File: src/rtl/uart_rx.sv
// UART receiver: 8N1 frames, mid-bit sampling, one-cycle valid/error strobes.
// Define UART_RX_PARITY_EN to receive 8E1 frames with parity checking.
module uart_rx #(
    parameter int unsigned CLKS_PER_BIT = 10416,
    parameter int unsigned HALF         = CLKS_PER_BIT / 2
) (
    input  logic       clk,
    input  logic       reset,
    input  logic       rx,
    output logic [7:0] data,
    output logic       valid,
    output logic       frame_err,
    output logic       parity_err,
    output logic       busy
);

    localparam int unsigned CW = $clog2(CLKS_PER_BIT);

    typedef enum logic [2:0] {
        IDLE,
        START,
        DATA,
`ifdef UART_RX_PARITY_EN
        PARITY,
`endif
        STOP,
        WAIT_HIGH
    } state_t;

    state_t        state, state_next;
    logic [CW-1:0] cnt, cnt_next;
    logic [2:0]    idx, idx_next;
    logic [7:0]    shreg, shreg_next;
    logic [7:0]    data_next;
    logic          valid_next, frame_err_next, parity_err_next, busy_next;
    logic          rx_meta, rx_s;
    logic          mismatch_c;
    logic          bit_done_c;

`ifdef UART_RX_PARITY_EN
    logic          par, par_next;
    assign mismatch_c = (^shreg) ^ par;
`else
    assign mismatch_c = 1'b0;
`endif

    // Two-flop synchronizer; idle line is high
    always_ff @(posedge clk or negedge reset) begin
        if (!reset) begin
            rx_meta <= 1'b1;
            rx_s    <= 1'b1;
        end else begin
            rx_meta <= rx;
            rx_s    <= rx_meta;
        end
    end

    always_ff @(posedge clk or negedge reset) begin
        if (!reset) begin
            state      <= IDLE;
            cnt        <= '0;
            idx        <= '0;
            shreg      <= '0;
            data       <= '0;
            valid      <= 1'b0;
            frame_err  <= 1'b0;
            parity_err <= 1'b0;
            busy       <= 1'b0;
`ifdef UART_RX_PARITY_EN
            par        <= 1'b0;
`endif
        end else begin
            state      <= state_next;
            cnt        <= cnt_next;
            idx        <= idx_next;
            shreg      <= shreg_next;
            data       <= data_next;
            valid      <= valid_next;
            frame_err  <= frame_err_next;
            parity_err <= parity_err_next;
            busy       <= busy_next;
`ifdef UART_RX_PARITY_EN
            par        <= par_next;
`endif
        end
    end

    assign bit_done_c = (cnt == CW'(CLKS_PER_BIT - 1));

    always_comb begin
        state_next      = state;
        cnt_next        = cnt;
        idx_next        = idx;
        shreg_next      = shreg;
        data_next       = data;
        valid_next      = 1'b0;
        frame_err_next  = 1'b0;
        parity_err_next = 1'b0;
`ifdef UART_RX_PARITY_EN
        par_next        = par;
`endif
        case (state)
            IDLE: begin
                if (!rx_s) begin
                    state_next = START;
                    cnt_next   = '0;
                end
            end
            START: begin
                if (cnt == CW'(HALF - 1)) begin
                    cnt_next   = '0;
                    idx_next   = '0;
                    state_next = rx_s ? IDLE : DATA;
                end else begin
                    cnt_next = cnt + CW'(1);
                end
            end
            DATA: begin
                if (bit_done_c) begin
                    cnt_next   = '0;
                    shreg_next = {rx_s, shreg[7:1]};
                    idx_next   = idx + 3'd1;
                    if (idx == 3'd7) begin
`ifdef UART_RX_PARITY_EN
                        state_next = PARITY;
`else
                        state_next = STOP;
`endif
                    end
                end else begin
                    cnt_next = cnt + CW'(1);
                end
            end
`ifdef UART_RX_PARITY_EN
            PARITY: begin
                if (bit_done_c) begin
                    cnt_next   = '0;
                    par_next   = rx_s;
                    state_next = STOP;
                end else begin
                    cnt_next = cnt + CW'(1);
                end
            end
`endif
            STOP: begin
                if (bit_done_c) begin
                    cnt_next        = '0;
                    data_next       = shreg;
                    parity_err_next = mismatch_c;
                    if (rx_s) begin
                        valid_next = !mismatch_c;
                        state_next = IDLE;
                    end else begin
                        frame_err_next = 1'b1;
                        state_next     = WAIT_HIGH;
                    end
                end else begin
                    cnt_next = cnt + CW'(1);
                end
            end
            // Line held low after a bad stop bit: one frame_err per break
            WAIT_HIGH: begin
                if (rx_s) begin
                    state_next = IDLE;
                end
            end
            default: state_next = IDLE;
        endcase
        busy_next = (state_next != IDLE);
    end

endmodule

File: config.mk
export PLATFORM = sky130hd
export DESIGN_NAME = uart_rx
export DESIGN_NICKNAME = d
export VERILOG_FILES = /design/src/rtl/uart_rx.sv
export SDC_FILE = /design/constraint.sdc
export NUM_CORES = 1
export LEC_CHECK = 0
export ABC_AREA = 1
export BUFFER_PORTS_ARGS = -buffer_cell sky130_fd_sc_hd__buf_2
export CORE_MARGIN = 1.5
export CORE_UTILIZATION = 38
export DETAILED_ROUTE_END_ITERATION = 10
export HOLD_SLACK_MARGIN = 0.02
export PLACE_DENSITY = 0.65
export SYNTH_ARGS = -nofsm -noshare
export SYNTH_HDL_FRONTEND = slang
export SYNTH_SLANG_ARGS = --single-unit
File: constraint.sdc
create_clock -name clk -period 3.7 [get_ports clk]
set_clock_uncertainty 0.2 [all_clocks]
set_input_delay 0.74 -clock clk [delete_from_list [all_inputs] [get_ports clk]]
set_output_delay 0.74 -clock clk [all_outputs]
set_load 0.05 [all_outputs]
==> flow_summary_export.csv <==
group,metric,value,unit
timing,fin_setup_tns,0,ps
cts,cts.clk_slew.worst_paths,80,ps
critical_path,reg2reg_to,"cnt[7]$_DFFE_PN0P_",
layout,final_cells,348,
timing,setup_ws,1664,ps
detailed_routing,routedWlPerCell,12.18,µm
critical_path,start_kind,"flip-flop",
synth,yosys.area_share.simple,32.34,%
timing,tightest_slew,894.1,ps
power,powerDensity,312.7,mW/mm²
cts,post_cts_resized,0,
layout,diodes,0,
status,outcome,"finished, final reports clean",
critical_path,critPathBufInv,1,
critical_path,cp-end-kind,"flip-flop",
critical_path,required,3680,ps
placed_design,placed_cells,340,
power,vdd_ir_drop_max,0.2526,mV
critical_path,cp_max_fo,11,
critical_path,crit_type,"flip-flop to flip-flop",
die,ios,15,
detailed_routing,vias,1693,
global_routing,first_global_vias,1663,
global_routing,grt_pass1_wl,7631,µm
synth,yosys.area.top_type,"dfrtp_1",
die,fp.dieW,79.58,µm
timing,finalCritPeriodShare,55.03,%
global_routing,grtUsageTotal,15.64,%
synth,seq_area_frac_synth,46.15,%
synth,synth_top_family_by_area,"simple AND/OR/NAND/NOR gates",
synth,synth_nets,266,
detailed_routing,wirelength,4237,µm
cts,clock_latency,300,ps
critical_path,crit_path_end,"cnt[7]$_DFFE_PN0P_",
critical_path,crit_path_cell_trace,"nor2_1 > nand2_1 > nand2_1 > inv_1 > nand3_1 > xor2_1 > nor2_2",
placed_design,gp_congestion,0.8806,
global_routing,grt_overflow,0,
layout,finalInstanceArea,0.002426,mm²
layout,syn_to_final_growth,8.872,%
synth,ys_top_cells_by_area,"dfrtp_1 44%, nand2_1 8.8%, nand3_1 6.1%",
synth,synth_async_sr_flop_share,100.0,%
critical_path,rr_startpoint,"state[0]$_DFF_PN0_",
synth,synthMuxAreaShare,0,%
layout,drive_above_1_share,24.28,%
die,core_area,0.005574,mm²
synth,synthesis.area,0.002228,mm²
critical_path,r2r_cells,7,
synth,ys_types,30,
global_routing,grt_antenna_before_repair,0,
placed_design,placed_area,0.002335,mm²
synth,synth_top_area_share,43.80,%
detailed_routing,drc,0,
global_routing,grt_max_degree,42,
die,die_area,0.006332,mm²
timing,fmax,0.4911,GHz
cts,post_cts_buffers,0,
hold_path,hold_class,"flip-flop to flip-flop",
detailed_routing,first_iter_violations,136,
timing,slew_violations,0,
timing,hold_viol,0,
critical_path,crit_cells,7,
critical_path,crit_family,"simple AND/OR/NAND/NOR gates",
cts,cts_htree_levels,2,
flow_run,maxCapViolations,0,
detailed_routing,drtPass1Iterations,4,
synth,ys_ff_latch,41,
timing,relSlewSlack,40.39,%
synth,synth_warnings,0,
placed_design,hpwl,3146,µm
critical_path,cp_common_cell,"nand2_1",
cts,numCtsBuffers,5,
timing,setup_viol,0,
synth,synth_compound_area_share,8.478,%
timing,min_period,2036,ps
layout,nNetsFinal,281,
cts,root_buffer,"clkbuf_8",
detailed_routing,avgViaCountPerCell,4.865,
synth,synthCells,260,
cts,clockBufferDepth,2,
layout,final_util,43.52,%
synth,synth_xor_area_share,2.751,%
cts,cts_hold_buf,0,
synth,synth_commonest_cells,"52 x nand2_1, 39 x dfrtp_1, 32 x inv_1",
cts,clock-sinks,41,
synth,synthesis.area_per_instance,8.571,µm²
critical_path,cp_slowest_cell,"nand2_1",
critical_path,max_stage_delay,470,ps
detailed_routing,ant_nets,0,
timing,grt_setup_unrepaired,"false",
die,die_h,79.58,µm
power,p_leak,1.123,nW
synth,synth_edf_count,0,
critical_path,cp-startpoint,"state[0]$_DFF_PN0_",
critical_path,reg2reg_slack,1660,ps
power,fin_total_pwr,0.7586,mW
timing,hold_ws,161.4,ps
placed_design,dp_slack,1684,ps
die,initial_core_util,39.98,%
synth,synthAdderAreaFrac,1.684,%
die,fp-row-count,27,
critical_path,cp.arrival,2020,ps
synth,yosysMostFrequentCell,"nand2_1",
placed_design,io_buffers,13,
synth,synth_flop_cell,"dfrtp_1",
cts,cts_tree,"built",
-- worst reg2reg max path, cell delays in order (launching register included) --
cell and delay, ps:
dfrtp_1 430, nor2_1 190, nand2_1 70, nand2_1 470, inv_1 210, nand3_1 130
xor2_1 170, nor2_2 60
-- sequential cells by signal, indices dropped and copies added, names as in the netlist --
register / count
rx_meta: 1
state: 3
busy: 1
rx_s: 1
cnt: 14
valid: 1
idx: 3
data: 8
shreg: 8
frame_err: 1
-- power breakdown --
group | switching (mW) | leakage, nW | internal (mW)
Sequential | 0.000836 | 0.546 | 0.450
Clock | 0.162 | 0.0481 | 0.134
Combinational | 0.0113 | 0.529 | 0.00108
Total | 0.174 | 1.12 | 0.584
-- metal layers --
layer	GRT usage (%)	up-vias	routed length, µm	part of all wire, %
li1	-	857	-	-
met2	25.68	41	2039	48
met1	20.32	791	1988	47
met4	5.263	0	46	1.1
met3	3.429	4	162	3.8
met5	0	-	0	0
-- final cells by class --
class,count,area [µm²]
sequential,41,1028
tap,72,90.09
timing repair buffer,13,65.06
multi-input combinational,177,1012
clock inverter,3,22.52
clock buffer,5,68.82
inverter,37,138.9
fill,562,3148
-- placed cells by master, fill, tap and decap left out --
cell / netlist / layout
a31oi_1: 1 / 1
conb_1: 1 / 1
dfstp_2: 2 / 2
clkinv_2: 0 / 1
inv_2: 5 / 5
nor2_2: 12 / 12
nand3_2: 3 / 3
o21ai_1: 6 / 6
buf_2: 0 / 13
a21oi_2: 9 / 9
xor2_1: 7 / 7
nand2_4: 1 / 1
o31ai_1: 1 / 1
nand4_1: 6 / 6
dfrtp_1: 39 / 39
nor3_1: 2 / 2
nor2_4: 3 / 3
nor2_8: 1 / 1
nand2_2: 1 / 1
ha_1: 3 / 3
inv_1: 32 / 32
clkbuf_8: 0 / 5
nor2_1: 28 / 28
nand2_1: 52 / 52
o21ai_0: 3 / 3
nand3_4: 2 / 2
nor3_2: 1 / 1
o21ai_2: 5 / 5
nor3_4: 1 / 1
clkinv_4: 0 / 2
o211ai_1: 1 / 1
nand3_1: 27 / 27
-- how the worst min path moves through the flow --
stage | cells past startpoint | startpoint | end | slack, ps
global placement | 0 | rx_meta$_DFF_PN1_ | rx_s$_DFF_PN1_ | 150
CTS | 0 | rx_meta$_DFF_PN1_ | rx_s$_DFF_PN1_ | 170
detailed placement | 0 | rx_meta$_DFF_PN1_ | rx_s$_DFF_PN1_ | 150
floorplan | 0 | rx_meta$_DFF_PN1_ | rx_s$_DFF_PN1_ | 150
global route | 0 | rx_meta$_DFF_PN1_ | rx_s$_DFF_PN1_ | 170
finish | 0 | rx_meta$_DFF_PN1_ | rx_s$_DFF_PN1_ | 160
-- logic make-up after synthesis --
family / Yosys count
AOI/OAI and AO/OA: 26
DFF: 41
adders and majority gates: 3
and+or+nand+nor: 140
other: 1
buffers and inverters: 42
xor gates and xnor gates: 7
Power figures use the tool's default switching activity.
